--- src/rtl/resp_log_buffer_if.sv ---
// Record-in / byte-out bus of the response log buffer, including its status outputs.
interface resp_log_buffer_if #(
    parameter int DEPTH = 64
);
    localparam int AW = $clog2(DEPTH);

    logic          rec_valid;
    logic [7:0]    rec_opcode;
    logic [7:0]    rec_result;
    logic          rec_ready;
    logic [7:0]    out_data;
    logic          out_valid;
    logic          out_ready;
    logic [AW-1:0] pr;
    logic [AW:0]   count;
    logic          overflow;

    modport master (
        output rec_valid, rec_opcode, rec_result, out_ready,
        input  rec_ready, out_data, out_valid, pr, count, overflow
    );

    modport slave (
        input  rec_valid, rec_opcode, rec_result, out_ready,
        output rec_ready, out_data, out_valid, pr, count, overflow
    );
endinterface

--- src/rtl/resp_log_buffer.sv ---
// Circular byte log of {opcode, result} records with a byte-wide pop port.
// Define RESP_LOG_OVERWRITE_EN to overwrite the oldest record instead of back-pressuring.
module resp_log_buffer #(
    parameter int DEPTH = 64
) (
    input  logic              i_clk,
    input  logic              i_rst,
    resp_log_buffer_if.slave  bus
);
    localparam int AW = $clog2(DEPTH);
    localparam int CW = AW + 1;

    typedef enum logic [1:0] {IDLE, WR_OP, WR_RES} state_t;

    state_t        r_state;
    state_t        w_state_next;
    logic [7:0]    r_mem [DEPTH];
    logic [7:0]    r_op;
    logic [7:0]    r_res;
    logic [AW-1:0] r_pr;
    logic [AW-1:0] r_rd_ptr;
    logic [CW-1:0] r_count;

    logic          w_space_ok;
    logic          w_rec_ready;
    logic          w_accept;
    logic          w_drop;
    logic          w_pop;
    logic          w_wr_en;
    logic [7:0]    w_wr_byte;

`ifdef RESP_LOG_OVERWRITE_EN
    assign w_space_ok = 1'b1;
    assign w_drop     = w_accept && (r_count > CW'(DEPTH - 2));
`else
    assign w_space_ok = (r_count <= CW'(DEPTH - 2));
    assign w_drop     = 1'b0;
`endif

    // Held low while reset is asserted, so it is only seen high once reset releases.
    assign w_rec_ready = (r_state == IDLE) && w_space_ok && !i_rst;
    assign w_accept    = bus.rec_valid && w_rec_ready;
    assign w_pop       = (r_count != '0) && bus.out_ready && !w_drop;

    always_ff @(posedge i_clk or posedge i_rst) begin
        if (i_rst) begin
            r_state <= IDLE;
        end else begin
            // NOTE: sequential state always uses non-blocking assignment so every
            // register samples pre-edge values regardless of statement order.
            r_state <= w_state_next;
        end
    end

    always_comb begin
        // NOTE: every output gets a default before the case, so no path leaves a
        // variable unassigned and no latch is inferred.
        w_state_next = r_state;
        w_wr_en      = 1'b0;
        w_wr_byte    = r_op;
        unique case (r_state)
            IDLE: begin
                if (w_accept) begin
                    w_state_next = WR_OP;
                end
            end
            WR_OP: begin
                w_wr_en      = 1'b1;
                w_wr_byte    = r_op;
                w_state_next = WR_RES;
            end
            WR_RES: begin
                w_wr_en      = 1'b1;
                w_wr_byte    = r_res;
                w_state_next = IDLE;
            end
            default: w_state_next = IDLE;
        endcase
    end

    always_ff @(posedge i_clk or posedge i_rst) begin
        if (i_rst) begin
            r_pr     <= '0;
            r_rd_ptr <= '0;
            r_count  <= '0;
        end else begin
            if (w_wr_en) begin
                r_pr <= r_pr + AW'(1);
            end
            if (w_drop) begin
                r_rd_ptr <= r_rd_ptr + AW'(2);
            end else if (w_pop) begin
                r_rd_ptr <= r_rd_ptr + AW'(1);
            end
            r_count <= r_count + CW'(w_wr_en) - CW'(w_pop) - (w_drop ? CW'(2) : CW'(0));
        end
    end

    // NOTE: the storage array and record latches carry no reset; their contents
    // are only ever observed through pointers and count, which do reset.
    always_ff @(posedge i_clk) begin
        if (w_accept) begin
            r_op  <= bus.rec_opcode;
            r_res <= bus.rec_result;
        end
        if (w_wr_en) begin
            r_mem[r_pr] <= w_wr_byte;
        end
    end

`ifdef RESP_LOG_OVERWRITE_EN
    logic r_overflow;

    always_ff @(posedge i_clk or posedge i_rst) begin
        if (i_rst) begin
            r_overflow <= 1'b0;
        end else if (w_drop) begin
            r_overflow <= 1'b1;
        end
    end

    assign bus.overflow = r_overflow;
`else
    assign bus.overflow = 1'b0;
`endif

    assign bus.rec_ready = w_rec_ready;
    assign bus.out_data  = r_mem[r_rd_ptr];
    assign bus.out_valid = (r_count != '0);
    assign bus.pr        = r_pr;
    assign bus.count     = r_count;
endmodule
--- src/flat_wrapper.sv ---
// flat-port wrapper written by rule: the top's interface ports become plain ports
module resp_log_buffer_flat 
#(
    parameter int DEPTH = 64
)
  (i_clk, i_rst, bus_rec_valid, bus_rec_opcode, bus_rec_result, bus_out_ready, bus_rec_ready, bus_out_data, bus_out_valid, bus_pr, bus_count, bus_overflow);
  resp_log_buffer_if #(.DEPTH(DEPTH)) bus_i ();
  input  logic i_clk;
  input  logic i_rst;
  input wire logic [$bits(bus_i.rec_valid)-1:0] bus_rec_valid;
  input wire logic [$bits(bus_i.rec_opcode)-1:0] bus_rec_opcode;
  input wire logic [$bits(bus_i.rec_result)-1:0] bus_rec_result;
  input wire logic [$bits(bus_i.out_ready)-1:0] bus_out_ready;
  output wire logic [$bits(bus_i.rec_ready)-1:0] bus_rec_ready;
  output wire logic [$bits(bus_i.out_data)-1:0] bus_out_data;
  output wire logic [$bits(bus_i.out_valid)-1:0] bus_out_valid;
  output wire logic [$bits(bus_i.pr)-1:0] bus_pr;
  output wire logic [$bits(bus_i.count)-1:0] bus_count;
  output wire logic [$bits(bus_i.overflow)-1:0] bus_overflow;
  assign bus_i.rec_valid = bus_rec_valid;
  assign bus_i.rec_opcode = bus_rec_opcode;
  assign bus_i.rec_result = bus_rec_result;
  assign bus_i.out_ready = bus_out_ready;
  assign bus_rec_ready = bus_i.rec_ready;
  assign bus_out_data = bus_i.out_data;
  assign bus_out_valid = bus_i.out_valid;
  assign bus_pr = bus_i.pr;
  assign bus_count = bus_i.count;
  assign bus_overflow = bus_i.overflow;
  resp_log_buffer #(.DEPTH(DEPTH)) u_core (.i_clk(i_clk), .i_rst(i_rst), .bus(bus_i));
endmodule
--- config.mk ---
export PLATFORM = sky130hd
export DESIGN_NAME = resp_log_buffer_flat
export DESIGN_NICKNAME = d
export VERILOG_FILES = /design/src/rtl/resp_log_buffer_if.sv /design/src/rtl/resp_log_buffer.sv /design/src/flat_wrapper.sv
export SDC_FILE = /design/constraint.sdc
export NUM_CORES = 1
export LEC_CHECK = 0
export ABC_CLOCK_PERIOD_IN_PS = 2770
export CAP_MARGIN = 5
export CORE_MARGIN = 2
export CORE_UTILIZATION = 57
export CTS_CLUSTER_DIAMETER = 200
export DETAILED_ROUTE_END_ITERATION = 6
export DONT_BUFFER_PORTS = 1
export MAX_ROUTING_LAYER = met4
export PLACE_DENSITY = 0.79
export SLEW_MARGIN = 0
export SYNTH_ARGS = -nofsm -noshare
export SYNTH_HDL_FRONTEND = slang
export SYNTH_SLANG_ARGS = --single-unit
--- constraint.sdc ---
create_clock -name i_clk -period 2.77 [get_ports i_clk]
set_clock_uncertainty 0.15 [all_clocks]
set_input_delay 0.6925 -clock i_clk [delete_from_list [all_inputs] [get_ports i_clk]]
set_output_delay 0.6925 -clock i_clk [all_outputs]
set_load 0.01 [all_outputs]
==> flow_summary_export.csv <==
group,metric,value,unit
sta,tightest_slew,1.250,ns
cts,clk_latency,0.59,ns
floorplan,rows,71,
critical_path,r2r-start,"u_core.r_state[0]",
logic_synthesis,netlist_instances,1058,
layout,antenna_cells,0,
routing,viasPerCell,6.348,
sta,maxSlewHeadroom,16.66,%
global_routing,grt_remaining_overflow,0,
logic_synthesis,synth-async-reset-ratio,3.825,%
logic_synthesis,synthFlopType,"edfxtp_1",
layout,final_nets,1267,
run_status,violations,"setup timing",
global_routing,grt_usage,26.63,%
worst_hold_path,hold_path_end,"u_core.r_op[1]",
sta,fin_ws,-0.8540,ns
routing,firstDrtPassIters,5,
critical_path,path_class,"flip-flop to output port",
logic_synthesis,synth_warnings,0,
sta,finalSetupTns,-6.413,ns
power_and_ir_drop,netSwitchingFraction,31.30,%
global_routing,antenna_found_initial,0,
global_routing,grt_max_degree,65,
critical_path,max_stage_delay,0.51,ns
worst_hold_path,min_from,"bus_rec_opcode[1]",
logic_synthesis,synth_top_area_share,72.90,%
logic_synthesis,synth_area,21750,µm²
routing,drtIter0Drc,1363,
sta,period_share,130.8,%
routing,final_antenna_net_count,0,
cts,clock_sinks,549,
logic_synthesis,synth_largest_area_cell,"edfxtp_1",
routing,routedWlPerCell,27.65,µm
power_and_ir_drop,power_frac_clock,27.2,%
sta,rsz0062_at_grt,"yes",
cts,cts-buffers-inserted,53,
critical_path,r2r_end,"u_core.r_mem[29][7]",
power_and_ir_drop,switchingPower,0.008835,W
cts,htreeDepth,2,
critical_path,critPathMaxFanout,8,
global_routing,first_global_vias,11270,
critical_path,r2r_cells,6,
worst_hold_path,hold_class,"primary input to flip-flop",
logic_synthesis,netlist_top_cells_count,"edfxtp_1, mux4_2, nor2_1",
logic_synthesis,ys_ff_latch,549,
cts,clkTransAtPathRegs,0.06,ns
layout,multi_input_area,5231,µm²
placement,hpwl,29390,µm
placement,port_buffers,0,
sta,maxSlewViolCount,0,
sta,fmax,275.9,MHz
cts,clockRootBuffer,"clkbuf_16",
power_and_ir_drop,fin_total_pwr,0.02823,W
critical_path,cp_cell_sequence,"buf_12 -> buf_12 -> buf_8 -> mux4_2 -> mux2i_1 -> o22ai_1 -> a21oi_2 -> o31ai_2 -> buf_4",
critical_path,crit_path_start_kind,"flip-flop",
run_status,status,"finished, violations left",
power_and_ir_drop,p_leak,8.596,nW
sta,period_needed,3.624,ns
placement,place.gp.congestion,0.8544,
floorplan,num_io_pins,44,
layout,nFillCells,2179,
logic_synthesis,yosysMostFrequentCell,"edfxtp_1",
critical_path,path_common_cell,"buf_12",
global_routing,grt_pass1_wl,73460,µm
flow_run,cap_violations,0,
logic_synthesis,synth-edff-count,528,
logic_synthesis,syn_avg_cell_area,20.56,µm²
critical_path,cp.required,1.93,ns
layout,syn2layout_area_growth,18.74,%
floorplan,start_util,57.88,%
routing,vias,11310,
worst_hold_path,hold_depth,0,
critical_path,cp_slowest_cell,"dfrtp_4",
power_and_ir_drop,combPwrFrac,34.9,%
logic_synthesis,synth_nets,1099,
floorplan,die_h,199.3,µm
sta,whs,0.05342,ns
cts,cts_max_path_buffers,3,
logic_synthesis,synth_seq_area_share,75.32,%
critical_path,r2r_slack,0.11,ns
layout,register_area,16390,µm²
floorplan,die_area,39730,µm²
floorplan,core,37580,µm²
placement,post_dp_cell_area,23390,µm²
logic_synthesis,synthTopCellsByArea,"edfxtp_1, mux4_2, dfrtp_1",
cts,tritoncts,"done",
routing,drcViolationCount,0,
logic_synthesis,ys_types,48,
layout,fin_area,25820,µm²
power_and_ir_drop,p_per_area,1093,nW/µm²
sta,setup_viol,8,
floorplan,die_w,199.3,µm
power_and_ir_drop,ir_drop,0.9082,mV
power_and_ir_drop,internal-power,0.01939,W
sta,hold_violations,0,
power_and_ir_drop,seqPwrFrac,37.9,%
critical_path,arrival,2.78,ns
layout,drive_gt1_share,35.41,%
critical_path,cp-end-kind,"output port",
routing,routed_wirelength,49280,µm
cells by family (layout without fill, tap and decap cells):
logic type / after synthesis / after routing / synth area share (%)
AO/OA/AOI/OAI: 75 / 75 / 2.399
XOR/XNOR: 15 / 15 / 0.6041
adder cells (fa/ha/maj): 21 / 21 / 1.243
buffers and inverters: 71 / 284 / 1.812
flip-flops: 549 / 549 / 75.32
multiplexers: 172 / 172 / 15.35
other: 1 / 1 / 0.01724
AND/OR/NAND/NOR: 154 / 154 / 3.251
how the worst max path moves through the flow:
stage | slack (ns) | cells after the start | from | endpoint
after CTS | -0.85 | 9 | u_core.r_rd_ptr[0] | bus_out_data[3]
final | -0.85 | 9 | u_core.r_rd_ptr[0] | bus_out_data[3]
after detailed placement | -0.36 | 8 | u_core.r_rd_ptr[0] | bus_out_data[3]
after floorplan | 0.07 | 12 | u_core.bus.count[2] | u_core.bus.count[6]
after global placement | -0.29 | 8 | u_core.r_rd_ptr[0] | bus_out_data[3]
after global routing | -0.92 | 9 | u_core.r_rd_ptr[0] | bus_out_data[3]
metal layers:
layer	up-vias	part of all wire (%)	track usage, %
li1	4653	-	-
met1	5938	38	35.74
met2	626	51	42.84
met3	95	8.1	4.186
met4	0	2.6	8.340
met5	-	0	-
cell type report:
type                       instances  share of cell area, %
multi-input combinational        438                  20.26
clock buffer                      62                  5.509
clock inverter                    38                  1.749
sequential                       549                  63.48
timing repair buffer             171                  6.328
inverter                          13                 0.2035
tap                              511                  2.476
placed cells by master, fill, tap and decap left out, drive strengths merged, types with 4 or more instances in the layout:
master	n
a211oi	10
a21oi	18
a22o	5
a22oi	6
buf	170
bufinv	10
clkbuf	62
clkinv	20
clkinvlp	6
dfrtp	21
edfxtp	528
ha	20
inv	15
mux2	13
mux2i	31
mux4	128
nand2	35
nand2b	5
nand3	8
nand4	4
nor2	69
nor2b	13
nor3	4
o2111ai	6
o21ai	4
o221ai	5
o22ai	8
xnor2	6
xor2	9
state kept, by name (all words and copies together) (netlist names):
register	cells
u_core.r_op	8
u_core.bus.count	7
u_core.r_res	8
u_core.bus.pr	6
u_core.r_mem	512
u_core.r_state	2
u_core.r_rd_ptr	6
worst max-delay path, delay by kind of cell (launching register included):
kind            cells  cell delay (ns)
compound gates      3             0.44
mux                 2             0.63
flops               1             0.51
buf+inv             4             0.61
through the flow:
step                      util [%]  instances  worst slack, ns
after floorplan                  -       1058          0.07139
after global placement       62.25       1661          -0.2937
after detailed placement     62.25       1661          -0.3595
after CTS                    68.29       1778          -0.8452
after global routing         68.72       1782          -0.9196
final                        68.72       1782          -0.8540
power by group through the flow:
stage	Combinational, W	Sequential, W	Clock (W)
floorplan	0.00561	0.0106	0
global placement	0.00842	0.0108	0
detailed placement	0.00865	0.0109	0
CTS	0.00951	0.0107	0.00774
global route	0.0104	0.0107	0.00808
finish	0.00985	0.0107	0.00768
timing repair:
item	4_1_cts	5_1_grt
hold endpoints to repair	21	0
hold buffers	1	0
endpoints found under the setup margin	8	9
cloned	2	0
pin swaps	17	12
gates resized for setup	40	28
setup buffers	14	7
Note: power is estimated with default switching activity, not from simulation.
